--- src/rtl/loader_pkg.sv ---
// Shared types and constants for the bit-serial program loader.
package loader_pkg;

    localparam int INS_W  = 6;
    localparam int ADDR_W = 5;
    localparam int DEPTH  = 32;

    localparam logic [INS_W-1:0] CHK_INIT = '0;

    typedef enum logic [2:0] {
        ST_IDLE,
        ST_LEN,
        ST_DATA,
        ST_CHK,
        ST_DONE,
        ST_ERR
    } state_t;

endpackage

--- src/rtl/serial_word_rx.sv ---
// MSB-first serial-to-parallel word receiver with a clearable bit counter.
module serial_word_rx
    import loader_pkg::*;
(
    input  logic             clk,
    input  logic             nReset,
    input  logic             clr,
    input  logic             sdi,
    input  logic             sdi_valid,
    output logic [INS_W-1:0] word,
    output logic             word_done
);

    localparam logic [2:0] LAST_BIT = 3'(INS_W - 1);

    logic [2:0]       bit_cnt_reg;
    logic [INS_W-1:0] shift_reg;

    // The completed word is presented in the same cycle its last bit is valid,
    // so the consumer can register it on the very edge that samples that bit.
    assign word      = {shift_reg[INS_W-2:0], sdi};
    assign word_done = sdi_valid & ~clr & (bit_cnt_reg == LAST_BIT);

    always_ff @(posedge clk or negedge nReset) begin
        if (!nReset) begin
            bit_cnt_reg <= '0;
            shift_reg   <= '0;
        end else if (clr) begin
            bit_cnt_reg <= '0;
            shift_reg   <= '0;
        end else if (sdi_valid) begin
            shift_reg   <= word;
            bit_cnt_reg <= (bit_cnt_reg == LAST_BIT) ? 3'd0 : bit_cnt_reg + 3'd1;
        end
    end

endmodule

--- src/rtl/program_loader.sv ---
// Framed program loader: length word, instruction words, XOR checksum.
// Writes program memory and holds the CPU in reset while a frame is loading.
module program_loader
    import loader_pkg::*;
(
    input  logic              clk,
    input  logic              nReset,
    input  logic              start,
    input  logic              sdi,
    input  logic              sdi_valid,
    output logic              pm_we,
    output logic [ADDR_W-1:0] pm_waddr,
    output logic [INS_W-1:0]  pm_wdata,
    output logic              cpu_hold,
    output logic              busy,
    output logic              done,
    output logic              err
);

    localparam logic [INS_W-1:0] DEPTH_W = INS_W'(DEPTH);

    state_t            state_reg;
    logic [ADDR_W-1:0] idx_reg;
    logic [ADDR_W-1:0] last_idx_reg;
    logic [INS_W-1:0]  xor_reg;
    logic              pm_we_reg;
    logic [ADDR_W-1:0] pm_waddr_reg;
    logic [INS_W-1:0]  pm_wdata_reg;
    logic              cpu_hold_reg;
    logic              busy_reg;
    logic              done_reg;
    logic              err_reg;

    logic              rx_clr;
    logic              rx_valid;
    logic [INS_W-1:0]  rx_word;
    logic              rx_done;

    // Serial input only advances while a frame is in progress; a start
    // outside a frame resets the deserialiser for the new length word.
    assign rx_clr   = start & ~busy_reg;
    assign rx_valid = sdi_valid & busy_reg;

    serial_word_rx u_rx (
        .clk       (clk),
        .nReset    (nReset),
        .clr       (rx_clr),
        .sdi       (sdi),
        .sdi_valid (rx_valid),
        .word      (rx_word),
        .word_done (rx_done)
    );

    always_ff @(posedge clk or negedge nReset) begin
        if (!nReset) begin
            state_reg    <= ST_IDLE;
            idx_reg      <= '0;
            last_idx_reg <= '0;
            xor_reg      <= CHK_INIT;
            pm_we_reg    <= 1'b0;
            pm_waddr_reg <= '0;
            pm_wdata_reg <= '0;
            cpu_hold_reg <= 1'b0;
            busy_reg     <= 1'b0;
            done_reg     <= 1'b0;
            err_reg      <= 1'b0;
        end else begin
            pm_we_reg <= 1'b0;
            case (state_reg)
                ST_IDLE, ST_DONE, ST_ERR: begin
                    if (start) begin
                        state_reg    <= ST_LEN;
                        busy_reg     <= 1'b1;
                        idx_reg      <= '0;
                        xor_reg      <= CHK_INIT;
                        done_reg     <= 1'b0;
                        err_reg      <= 1'b0;
                        cpu_hold_reg <= 1'b1;
                    end
                end
                ST_LEN: begin
                    if (rx_done) begin
                        if (rx_word >= DEPTH_W) begin
                            state_reg <= ST_ERR;
                            busy_reg  <= 1'b0;
                            err_reg   <= 1'b1;
                        end else begin
                            last_idx_reg <= rx_word[ADDR_W-1:0];
                            state_reg    <= ST_DATA;
                        end
                    end
                end
                ST_DATA: begin
                    if (rx_done) begin
                        pm_we_reg    <= 1'b1;
                        pm_waddr_reg <= idx_reg;
                        pm_wdata_reg <= rx_word;
                        xor_reg      <= xor_reg ^ rx_word;
                        // Stop incrementing on the last word so a full-depth frame never wraps.
                        if (idx_reg == last_idx_reg) begin
                            state_reg <= ST_CHK;
                        end else begin
                            idx_reg <= idx_reg + 1'b1;
                        end
                    end
                end
                ST_CHK: begin
                    if (rx_done) begin
                        busy_reg <= 1'b0;
                        if (rx_word == xor_reg) begin
                            state_reg    <= ST_DONE;
                            done_reg     <= 1'b1;
                            cpu_hold_reg <= 1'b0;
                        end else begin
                            state_reg <= ST_ERR;
                            err_reg   <= 1'b1;
                        end
                    end
                end
                default: begin
                    state_reg <= ST_IDLE;
                    busy_reg  <= 1'b0;
                end
            endcase
        end
    end

    assign pm_we    = pm_we_reg;
    assign pm_waddr = pm_waddr_reg;
    assign pm_wdata = pm_wdata_reg;
    assign cpu_hold = cpu_hold_reg;
    assign busy     = busy_reg;
    assign done     = done_reg;
    assign err      = err_reg;

endmodule

--- config.mk ---
export PLATFORM = sky130hd
export DESIGN_NAME = program_loader
export DESIGN_NICKNAME = d
export VERILOG_FILES = /design/src/rtl/loader_pkg.sv /design/src/rtl/serial_word_rx.sv /design/src/rtl/program_loader.sv
export SDC_FILE = /design/constraint.sdc
export NUM_CORES = 1
export LEC_CHECK = 0
export BUFFER_PORTS_ARGS = -buffer_cell sky130_fd_sc_hd__buf_4
export CORE_MARGIN = 5
export CORE_UTILIZATION = 50
export CTS_BUF_LIST = sky130_fd_sc_hd__clkbuf_8
export DETAILED_ROUTE_END_ITERATION = 12
export GPL_TIMING_DRIVEN = 0
export PLACE_DENSITY = 0.69
export SLEW_MARGIN = 0
export SYNTH_ARGS = -nofsm -noshare
export SYNTH_HDL_FRONTEND = slang
export SYNTH_SLANG_ARGS = --single-unit
--- constraint.sdc ---
create_clock -name clk -period 2.4 [get_ports clk]
set_clock_uncertainty 0.15 [all_clocks]
set_input_delay 0.24 -clock clk [delete_from_list [all_inputs] [get_ports clk]]
set_output_delay 0.24 -clock clk [all_outputs]
set_load 0.02 [all_outputs]
; ---- Word level (Yosys, flattened, before mapping)
; Cells that the tools add are included.
[word_totals]
regBits = 43
ram_bits = 0
wordCells = 95
rom_bits = 0
mem_count = 0
latchBits = 0
[classes]
n_shift = 0
mux = 39
eq_ne = 17
n_lt_le_gt_ge = 1
addsub = 2
n_bitwise = 9
reduce_logical = 14
div_mod_pow = 0
mul = 0
[ops]
columns = operator, count
row1 = 3-bit two-way mux, 9
row2 = 5-bit two-way mux, 5
row3 = "2-bit != test, second input constant", 9
row4 = 1-bit two-way mux, 16
row5 = 6-bit two-way mux, 2
row6 = 3-bit one-hot mux with 4 select lines, 1
row7 = 6-bit one-hot mux with 2 select lines, 1
row8 = 5-bit one-hot mux with 2 select lines, 1
row9 = 5-bit AND reduction, 2
row10 = "3-bit == test, second input constant", 3
row11 = 4-bit AND reduction, 2
row12 = "3-bit by 2-bit == test with 1-bit output, second input constant", 2
row13 = 6-bit == test, 1
row14 = "6-bit greater-or-equal comparator, second input constant", 1
row15 = 3-bit AND reduction, 2
row16 = 6-bit AND reduction, 1
row17 = 2-bit nonzero test, 3
row18 = 6-bit XOR, 1
row19 = "5-bit by 1-bit adder with 5-bit output, second input constant", 1
row20 = 5-bit == test, 1
row21 = 1-bit AND, 4
row22 = 1-bit NOT, 4
row23 = 1-bit one-hot mux with 2 select lines, 2
row24 = 1-bit one-hot mux with 4 select lines, 1
row25 = 7 further kinds, 7

; ---- Logic depth before layout (Yosys ltp)
; Gate-level depths: netlist of run 1.
[logic_depth]
ltp_word = 7
depth_mapped = 8

; ---- By module
; Synthesis of run 1 repeated with hierarchy kept, for this count alone.
[hier_totals]
hier_cells = 213
hier_area_um2 = 2142.1
[modules_own_cells]
columns = mod, instances, area_per_inst_um2, cells_each
row1 = program_loader, 1, 1767.9, 182
row2 = serial_word_rx, 1, 374.1, 31

; ---- Least setup slack after synthesis of run 1
; OpenSTA, ideal clock, no wires.
[synth_timing]
path_kind = flip-flop to flip-flop
start = register busy_reg (netlist: busy)
end = register last_idx_reg[0]
path_buffers = 0
required_time_ns = 2.125
slack_ns = 0.566
path_stages_with_launch = 6
setup_ns = 0.125
t_arrival_ns = 1.559
period_less_slack_ns = 1.834
cell_sequence = dfrtp_1 nand2_1 nor3_4 nand2_2 nor3_4 mux2_2
[synth_between]
elab_chain_len = 6
[synth_rtl]
columns = element, line
row1 = start: declaration, program_loader.sv:30  ; logic busy_reg;
row2 = start signal: assignment, program_loader.sv:64  ; busy_reg <= 1'b0;
row3 = start signal: assignment, program_loader.sv:73  ; busy_reg <= 1'b1;
row4 = start signal: assignment, program_loader.sv:85  ; busy_reg <= 1'b0;
row5 = 1-bit NOT, program_loader.sv:41  ; assign rx_clr = start & ~busy_reg;
row6 = 1-bit AND, program_loader.sv:41
row7 = 1-bit NOT, serial_word_rx.sv:22  ; assign word_done = sdi_valid & ~clr & (bit_cnt_reg == LAST_BIT);
row8 = 1-bit AND (*) (2 in series), serial_word_rx.sv:22
row9 = 3-bit AND reduction (no source line) (*), n/a
row10 = end signal: assignment, program_loader.sv:88  ; last_idx_reg <= rx_word[ADDR_W-1:0];
row11 = end: declaration, program_loader.sv:24  ; logic [ADDR_W-1:0] last_idx_reg;
; Mark *: on every way between the ends. The rest lies on a longest branch, timed or not.
; A chain may end at the register's enable or synchronous reset.

; ---- Worst setup path after layout of run 1
[layout_timing]
start = register busy_reg (netlist: busy)
end = register last_idx_reg[2]
; The elaborated chain is that of the path after synthesis.

==> results.md, run 1 <==
- Outcome: complete, no violations
- Initial antenna violation count: 0
- FFs w/ async S/R, synth: between 90% and 100%
- Synthesized-area fraction occupied by adder cells: 0.625%
- DR DRC count: 0
- Number of synthesized flops with an enable pin: 0
- Synth cell types: 37
- Ys flop type: dfrtp_1
- Routed vias/inst: 5.33
- CTS tree: built
- Share of layout cells above drive strength 1: 18.5%
- GPL Wtd Cong: 0.834
- Max rail drop VDD: 0.649 mV
- Filler Cell Count: 341
- Worst slew margin: between 60 and 70%
- Post-synthesis simple-gate area fraction: 16.9%
- Number of synthesized register bits: 43
- Vias in the first global route: 1533
- Die footprint: approximately 0.0054 mm^2
- Most used routing layer: met2
- Drt wl/cell: 14.7 um
- Post-synthesis sequential area ratio: between 50% and 60%
- Compound-gate portion of the synthesized area: approximately 17%
- First-pass GRT wire length: 7.29 mm
- H-tree depth: 2
- Final hold violations: 0
- DR vias: 1503
- Post-synthesis mux area share: 4.43%
- Worst EP arrival: 1.96 ns
- Total wire length: 4.14 mm
- Crit end category: register
- Post-Synthesis Cells: 203
- Final setup TNS: 0 ns
- Detailed Place HPWL: about 2.9 mm
- Port Buf Inserts: 20
- Nets: 237
- Leak: 1.15 nW
- Placeable core area: 0.00394 mm^2
- Area growth syn-to-layout: 16.1%
- Largest net degree at the start of global routing: 44
- Max cap viols: 0
- Fin crit period: 1.92 ns
- RSZ-0062 raised after global routing: false
- GRT met1 Usage: 23.6%
- Hold path cells: 3
- Yosys warns: 0
- Antenna diodes: 0
- Clock tree sinks: between 40 and 50
- TritonCTS buffer count: 5
- FMAX: 521 MHz
- Worst-Skew Late Latency: approximately 0.30 ns
- DR iter-0 viols: 107
- Hold Path Class: input port to register
- Synthesized area per cell: 9.87 um^2
- Total track usage: 17.9%
- Area of the multi-input gates: between 800 and 900 um^2
- Die width: 73.3 um
- Required time of the critical path: 2.44 ns
- Reg clk slew, reported paths: 0.08 ns
- GR Util met3: approximately 5.5%
- Period utilisation layout: about four fifths
- Root Driver: clkbuf_8
- Reg2reg path depth: 5
- # rows: 23
- Worst-margin pin slew: 0.535 ns
- Met2 usage: 27.8%
- Boundary pin count: 21
- CTS Hold Bufs: 1
- DRT Pass-1 Iters: 4
- Max Slew Vio Count: 0
- Cell Area, Synth: between 0.002 and 0.0025 mm^2
- Worst Path Max Fanout: 8
- Syn nets: 209
- Post-CTS setup buffer count: 0
- Clock buffer depth: 2
- Die Height: 73.3 um
- Largest family of logic cells by synthesized area: simple AND/OR/NAND/NOR gates
- Power density cells: 865 mW/mm^2
- Grt ovf: 0
- WS Path Type: register to register
- FF+latch area: approximately 0.0011 mm^2
- Initial core utilization: 50.8%
- CTS resizes: 0
- Routed Antenna Nets: 0
- Synth Area in XOR/XNOR: under 10%
- Hold_ws: about 0.067 ns
- Setup Viol. Count Final: 0
- Critical path startpoint category: register
==> per-layer routing <==
metal	up-vias	wire, um
li1	758	-
met1	709	1910
met4	0	57
met5	-	0
met2	32	1990
met3	4	189
==> path summary, 6_finish.rpt <==
kind,start,end,slack (ns)
max,busy,last_idx_reg[2],0.48
min,sdi,pm_wdata[0],0.07
max reg2reg,busy,last_idx_reg[2],0.48
min reg2reg,pm_waddr[0],pm_waddr[0],0.33
max in group asynchronous,nReset,busy,1.42
min in group asynchronous,nReset,pm_wdata[4],0.31
==> cells in the mapped netlist (3+ instances only) <==
library cell,number,area (um^2)
nand2_1,46,173
dfrtp_1,43,1080
o21ai_0,20,100
a21oi_1,14,70.1
nor2_1,9,33.8
xnor2_1,9,78.8
mux2_2,7,78.8
a22o_1,6,52.6
clkbuf_1,5,18.8
nand3_1,5,25.0
buf_2,3,15.0
o31ai_1,3,22.5
==> cell usage in the layout, fill, tap and decap left out, drive strengths merged, types with 2 or more instances in the layout <==
cell type	Yosys	layout
nor3	4	4
and2	2	2
a21oi	14	14
o21ai	20	20
o41ai	2	2
nand3	5	5
inv	3	4
buf	4	24
mux2	7	7
xnor2	9	9
a22o	6	6
nand2	48	48
dfrtp	43	43
nor2	9	9
o31ai	3	3
xor2	2	2
o21a	2	2
clkbuf	5	12
==> final cells by class <==
| cell class | instances | share of cell area (%) |
|---|---|---|
| Tap cell | 50 | 2.69 |
| Clock inverter | 1 | 0.161 |
| Clock buffer | 7 | 4.14 |
| Multi-Input combinational cell | 148 | 37.6 |
| Sequential cell | 43 | 46.3 |
| Buffer | 9 | 1.78 |
| Inverter | 3 | 0.484 |
| Timing Repair Buffer | 21 | 6.89 |
==> stage by stage <==
stage	setup slack [ns]	total power, mW	util [%]	std cells	cell area, um^2
4_1_cts	0.454	2.03	59.0	282	2330
5_1_grt	0.322	2.16	59.0	282	2330
3_5_place_dp	0.467	1.53	56.2	273	2220
6_report	0.479	2.01	59.0	282	2330
2_1_floorplan	0.566	1.37	-	203	2000
3_3_place_gp	0.495	1.51	56.2	273	2220
==> cells by family (layout without fill, tap and decap cells) <==
| logic type | count (synthesis) | count (layout) |
|---|---|---|
| AOI/OAI and AO/OA | 54 | 54 |
| xor gates and xnor gates | 11 | 11 |
| adders and majority gates | 1 | 1 |
| buffers and inverters | 12 | 41 |
| DFF | 43 | 43 |
| muxes | 8 | 8 |
| and+or+nand+nor | 74 | 74 |
==> where the power goes <==
| part | internal [mW] | leakage, nW | switching (mW) |
|---|---|---|---|
| sequential | 0.835 | 0.577 | 0.133 |
| clock | 0.258 | 0.0557 | 0.239 |
| combinational | 0.245 | 0.518 | 0.303 |
| total | 1.34 | 1.15 | 0.675 |
==> worst max-delay path, stage by stage, from the launching register on <==
cell and delay [ns]:
dfrtp_1 0.48, nand2_1 0.15, nor3_4 0.28, nand2_2 0.13, nor3_4 0.25, mux2_2 0.37
(Power assumes the default switching activity.)
==> run 2: changes to the inputs <==
ABC_AREA = 1   (was default)
clock period = 1.77 ns   (was 2.4 ns; I/O delays follow)
==> run 2 against run 1 <==
Non-clock buffer count shrank 3. Wire length grew 4.3%. Setup slack lost 0.35 ns. Via count grew 16%. Critical path depth grew 4. Register-to-register slack lost 0.35 ns. Sequential power grew 42%. Combinational power grew to 2.9 times the previous value. Synthesized cell count grew 31%. Total power grew 81%. Count of clock-buffer cells in the layout is the same. Hold slack lost 0.016 ns.
==> results.md, run 2 <==
- Commonest cells post-synth: 86 x nand2_1, 43 x dfrtp_1, 34 x inv_1, 16 x nand3_1, 12 x nor2_1
- Worst-Skew Late Latency: 0.30 ns (about the same)
- Port Buf Inserts: 20 (unchanged)
- Area growth syn-to-layout: 17.1%
- Required time of the critical path: 1.85 ns (-0.59 ns)
- Total wire length: 4.32 mm (+4.3%)
- Outcome: complete, no violations
- Hold path start: sdi
- Design area: 0.00252 mm^2 (+8.6%)
- Initial antenna violation count: 0 (unchanged)
- H-tree depth: 2 (unchanged)
- Max rail drop VDD: 0.897 mV (+38%)
- DRT Pass-1 Iters: 4 (unchanged)
- Overall power: 3.65 mW (+81%)
- # rows: 23 (unchanged)
- FFs w/ async S/R, synth: 100% (unchanged)
- Synthesized area per cell: 8.11 um^2 (-18%)
- Root Driver: clkbuf_8
- Top-area cell type share of the netlist area: 49.9% (-3.8 points)
- Max cap viols: 0 (unchanged)
- Worst Path Max Fanout: 10 (+2)
- Clock buffer depth: 2 (unchanged)
- Cells after DPL: 336 (+23%)
- Syn nets: 272 (+30%)
- Boundary pin count: 21 (unchanged)
- CTS tree: built
- Reg clk slew, reported paths: 0.08 ns (about the same)
- Hold Crit Endpoint: pm_wdata[0]
- Die width: 75.7 um (+3.3%)
- Antenna diodes: 0 (unchanged)
- FMAX: 609 MHz (+17%)
- Vias in the first global route: 1710 (+12%)
- Worst reg2reg startpoint: busy
- R2r setup slk: 0.13 ns (-0.35 ns)
- Initial core utilization: 52.8% (+2.0 points)
- Sequential Power Share: 37.6% (-11 points)
- Power Internal: 2.09 mW (+56%)
- Number of synthesized flops with an enable pin: 0 (unchanged)
- Max Slew Vio Count: 0 (unchanged)
- Cell Chain, Critical Path: nand2_4 -> inv_2 -> nand4_4 -> nand2_4 -> nand2_4 -> nor2_4 -> buf_6 -> nand3_2 -> o21ai_2
- Post-Synthesis Cells: 266 (+31%)
- Fin crit period: 1.64 ns (-0.279 ns)
- Max incr delay on CP: 0.45 ns (-0.03 ns)
- Ranking of synthesized cells by area: dfrtp_1 50%, nand2_1 15%, inv_1 5.9%
- TritonCTS buffer count: 5 (unchanged)
- Worst path most repeated cell: nand2_4
- Clock tree sinks: 43 (unchanged)
- Filler Cell Count: 374 (+9.7%)
- Period utilisation layout: 92.8% (+13 points)
- WS Path Type: register to register
- Worst slew margin: 64.6% (+0.28 points)
- Hold Path Class: input port to register
- Hold_ws: 0.0510 ns (-0.0159 ns)
- Final hold violations: 0 (unchanged)
- Yosys top cell by area: dfrtp_1
- Power density cells: 1440 mW/mm^2 (+67%)
- Placeable core area: 0.00409 mm^2 (+3.6%)
- Nets: 302 (+27%)
- Clock Power Share: 18.9% (-5.8 points)
- Total track usage: 17.3% (-0.60 points)
- Post-synthesis sequential area ratio: 49.9% (-3.8 points)
- Worst R2R End: xor_reg[3]
- DR iter-0 viols: 80 (-25%)
- Routed Antenna Nets: 0 (unchanged)
- Share of layout cells above drive strength 1: 21.2% (+2.7 points)
- Crit end category: register
- Count leader, synth: nand2_1
- Final core occ: 61.8% (+2.8 points)
- Placement-stage cell area: 0.00237 mm^2 (+6.9%)
- Cell Area, Synth: 0.00216 mm^2 (+7.7%)
- Routed vias/inst: 5.03 (-5.5%)
- Drt wl/cell: 12.4 um (-15%)
- CP max-delay cell: dfrtp_1
- Most common cell after layout, fill and taps aside: nand2_1
- Yosys warns: 0 (unchanged)
- Leak: 1.24 nW (+7.4%)
- Largest net degree at the start of global routing: 44 (unchanged)
- Worst EP arrival: 1.72 ns (-0.24 ns)
- Reg2reg path depth: 9 (+4)
- Synth cell types: 27 (-27%)
- Comb power frac: 43.5% (+16 points)
- Critical path startpoint category: register
- Grt ovf: 0 (unchanged)
- Cell Count, Final, Fillers Out: 347 (+23%)
- Sw Share: 42.7% (+9.2 points)
- Ys flop type: dfrtp_1
- Die Height: 75.7 um (+3.3%)
- Hold path cells: 3 (unchanged)
- Commonest non-fill, non-tap cells in the layout: 86 x nand2_1, 42 x dfrtp_1, 33 x inv_1
- Detailed Place HPWL: 3.14 mm (+7.9%)
- DR vias: 1747 (+16%)
- Die footprint: 0.00573 mm^2 (+6.6%)
- First-pass GRT wire length: 7.49 mm (+2.7%)
- Sw Pwr: 1.56 mW (+130%)
- Number of synthesized register bits: 43 (unchanged)
- Setup Viol. Count Final: 0 (unchanged)
- GPL Wtd Cong: 0.844 (+1.3%)
- DR DRC count: 0 (unchanged)
- Worst-margin pin slew: 0.531 ns (-0.00418 ns)
run 2: stage by stage:
stage	setup TNS (ns)	setup WS (ns)
CTS	0	0.0407
floorplan	0	0.149
detailed placement	0	0.0697
global route	-0.0197	-0.0111
global placement	0	0.0924
finish	0	0.128
run 2: repair_timing:
item                       in CTS  in global routing
buffers inserted                0                  1
hold buffers                    2                  0
resized for setup               0                  6
hold endpoints to repair       45                  0
setup endpoints to repair       0                 26
run 2: kinds of logic (layout without fill, tap and decap cells):
family	count (synthesis)	in the layout	synth area share [%]
compound gates	42	42	11.3
fa+ha+maj	1	1	0.580
flops	43	43	49.9
xor+xnor	2	2	0.812
buf+inv	42	73	8.12
simple gates	136	136	29.4
run 2: how the worst max path moves through the flow:
stage          from         end
2_1_floorplan  busy  xor_reg[2]
3_3_place_gp   busy  xor_reg[3]
3_5_place_dp   busy  xor_reg[2]
4_1_cts        busy  xor_reg[3]
5_1_grt        busy  xor_reg[3]
6_report       busy  xor_reg[3]
run 2: per-layer routing:
layer / part of all wire [%] / GRT usage [%] / up-vias
met5: 0 / 0 / -
li1: - / - / 906
met4: 1.7 / 5.83 / 0
met1: 46 / 21.3 / 803
met3: 3.6 / 3.96 / 9
met2: 49 / 29.8 / 29
run 2: layout make-up:
type | instances | area (um^2) | share of cell area, %
buffer | 4 | 32.5 | 1.29
clock buffer | 7 | 96.3 | 3.82
clock inverter | 1 | 7.51 | 0.297
inverter | 38 | 143 | 5.65
multi-input combinational | 181 | 928 | 36.8
sequential | 43 | 1080 | 42.7
tap | 50 | 62.6 | 2.48
timing repair buffer | 23 | 178 | 7.04
run 2: worst max-delay path: cells and delay by family, from the launching register on:
family,cells,cell delay (ns)
AO/OA/AOI/OAI,1,0.06
buffers and inverters,2,0.29
flip-flops,1,0.45
AND/OR/NAND/NOR,6,0.61
run 2: power groups by stage:
stage                     registers, mW  logic (mW)  clock network, mW
after floorplan                    1.40        1.12                  0
after global placement             1.37        1.53                  0
after detailed placement           1.37        1.54                  0
after CTS                          1.35        1.55              0.711
after global routing               1.40        1.79              0.754
final                              1.37        1.59              0.690
==> run 3: changes to the inputs <==
ABC_AREA = 0   (was 1)
==> run 3 against run 2 <==
Maximum frequency is 4.6% lower. Sequential cell count is the same. Global-route usage grew 0.91 points. Hold slack gained 0.036 ns. Wire length is essentially flat. Setup slack lost 0.079 ns. Final area shrank 1.1%. Total power shrank 18%. Non-clock buffer count increased by 11. Critical path depth fell by 3. Clock power up 14%. Die area shrank 6.2%. Critical endpoint is now last_idx_reg[2].
==> results.md, run 3 (synthesis gave the netlist of run 1 again) <==
- Placement-stage cell area: 0.00222 mm^2 (-6.4%)
- FMAX: 581 MHz (-4.6%)
- Worst R2R End: last_idx_reg[2]
- Post-Place Worst Slack: -0.127 ns (-0.197 ns)
- Nets: 245 (-19%)
- H-tree depth: 2 (unchanged)
- Max rail drop VDD: 0.636 mV (-29%)
- Drt wl/cell: 14.9 um (+20%)
- Filler Cell Count: 308 (-18%)
- CTS tree: built
- Grt ovf: 0 (unchanged)
- Area growth syn-to-layout: 24.7%
- First-pass GRT wire length: 7.38 mm (-1.5%)
- Boundary pin count: 21 (unchanged)
- Commonest non-fill, non-tap cells in the layout: 45 x nand2_1, 40 x dfrtp_1, 28 x buf_4
- Fin crit period: 1.72 ns (+0.0793 ns)
- Vias in the first global route: 1574 (-8.0%)
- Worst Path Max Fanout: 5 (-5)
- Root Driver: clkbuf_8
- FF+latch area: 0.00108 mm^2 (+0.23%)
- Clock tree sinks: 43 (unchanged)
- Share of layout cells above drive strength 1: 27.1% (+5.9 points)
- Reg clk slew, reported paths: 0.08 ns (about the same)
- DRT Pass-1 Iters: 4 (unchanged)
- Period utilisation layout: 97.2% (+4.5 points)
- Clock buffer depth: 2 (unchanged)
- Design area: 0.00250 mm^2 (-1.1%)
- Largest net degree at the start of global routing: 44 (unchanged)
- Setup Viol. Count Final: 0 (unchanged)
- Placeable core area: 0.00394 mm^2 (-3.5%)
- Power density cells: 1200 mW/mm^2 (-17%)
- Crit end category: register
- Reg2reg path depth: 6 (-3)
- Worst slew margin: 64.3% (-0.30 points)
- Most used routing layer: met2
- Total wire length: 4.32 mm (about the same)
- Critical Path Sink: last_idx_reg[2]
- TritonCTS buffer count: 5 (unchanged)
- Required time of the critical path: 1.81 ns (-0.04 ns)
- Max Slew Vio Count: 0 (unchanged)
- WS Path Type: register to register
- Detailed Place HPWL: 2.83 mm (-9.7%)
- Final hold violations: 0 (unchanged)
- Total track usage: 18.2% (+0.91 points)
- Most common cell after layout, fill and taps aside: nand2_1
- Die footprint: 0.00537 mm^2 (-6.2%)
- Routed vias/inst: 5.42 (+7.7%)
- Die Height: 73.3 um (-3.2%)
- Worst reg2reg startpoint: u_rx.bit_cnt_reg[0]
- Critical path startpoint category: register
- Leak: 1.24 nW (+0.11%)
- Antenna diodes: 0 (unchanged)
- Worst EP arrival: 1.76 ns (+0.04 ns)
- Final worst slack: 0.0488 ns (-0.0793 ns)
- Setup crit start: u_rx.bit_cnt_reg[0]
- Initial core utilization: 50.8% (-2.0 points)
- Hold Path Class: input port to register
- Worst-Skew Late Latency: 0.30 ns (about the same)
- Die width: 73.3 um (-3.2%)
- Outcome: complete, no violations
- Routed Antenna Nets: 0 (unchanged)
- DR DRC count: 0 (unchanged)
- Initial antenna violation count: 0 (unchanged)
- GR Util met3: 5.61% (+1.7 points)
- Max cap viols: 0 (unchanged)
- DR iter-0 viols: 81 (+1.3%)
- GPL Wtd Cong: 0.834 (-1.2%)
- Worst-margin pin slew: 0.536 ns (+0.00447 ns)
- DR vias: 1572 (-10%)
- # rows: 23 (unchanged)
- R2r setup slk: 0.05 ns (-0.08 ns)
- GRT met1 Usage: 23.8% (+2.5 points)
- Met2 usage: 28.4% (-1.4 points)
- Port Buf Inserts: 20 (unchanged)
- Area of the multi-input gates: 938 um^2 (+1.1%)
==> run 3: per-stage QoR <==
| step | utilization, % | hold WS [ns] | total power, mW | TNS [ns] | instances |
|---|---|---|---|---|---|
| after CTS | 60.9 | 0.0675 | 2.92 | -0.000945 | 285 |
| after global routing | 63.3 | 0.0977 | 3.19 | -0.00950 | 290 |
| after global placement | 56.2 | 0.0501 | 2.05 | -1.05 | 273 |
| after detailed placement | 56.2 | 0.0542 | 2.07 | -1.09 | 273 |
| final | 63.3 | 0.0866 | 3.00 | 0 | 290 |
| after floorplan | - | -0.269 | 1.86 | 0 | 203 |
==> run 3: layout make-up <==
cell class,count,share of cell area [%]
clock inverter,2,1.40
buffer,8,1.90
multi-input combinational,148,37.6
clock buffer,6,3.31
timing repair buffer,30,9.62
sequential,43,43.2
tap,50,2.51
inverter,3,0.451
==> run 3: power breakdown <==
group | leakage (nW) | switching, mW | internal (mW)
registers | 0.573 | 0.194 | 1.14
clock network | 0.0612 | 0.332 | 0.457
logic | 0.603 | 0.448 | 0.428
total | 1.24 | 0.973 | 2.02
==> run 3: per-layer routing <==
metal | part of all wire, % | vias to the layer above
li1 | - | 777
met1 | 46 | 751
met2 | 47 | 36
met3 | 4.2 | 8
met4 | 2.0 | 0
met5 | 0 | -
==> run 3: worst min-delay path by stage <==
stage | start | endpoint | cells past startpoint
floorplan | nReset | busy | 0
global placement | nReset | pm_we | 1
detailed placement | nReset | pm_we | 1
CTS | start | cpu_hold | 3
global route | start | state_reg[2] | 4
finish | start | busy | 3
==> run 3: critical path, stage by stage (launching register included) <==
cell	delay (ns)
dfrtp_1	0.39
nand2_4	0.09
nor3_4	0.25
nand2_2	0.11
nor3_4	0.13
buf_6	0.15
mux2_2	0.33
==> run 3: repair_timing <==
action / CTS / global route
hold buffers: 2 / 0
setup endpoints to repair: 18 / 26
resized for setup: 6 / 24
pin swaps: 3 / 7
setup buffers: 3 / 5
endpoints found under the hold margin: 44 / 0
gates cloned: 0 / 0
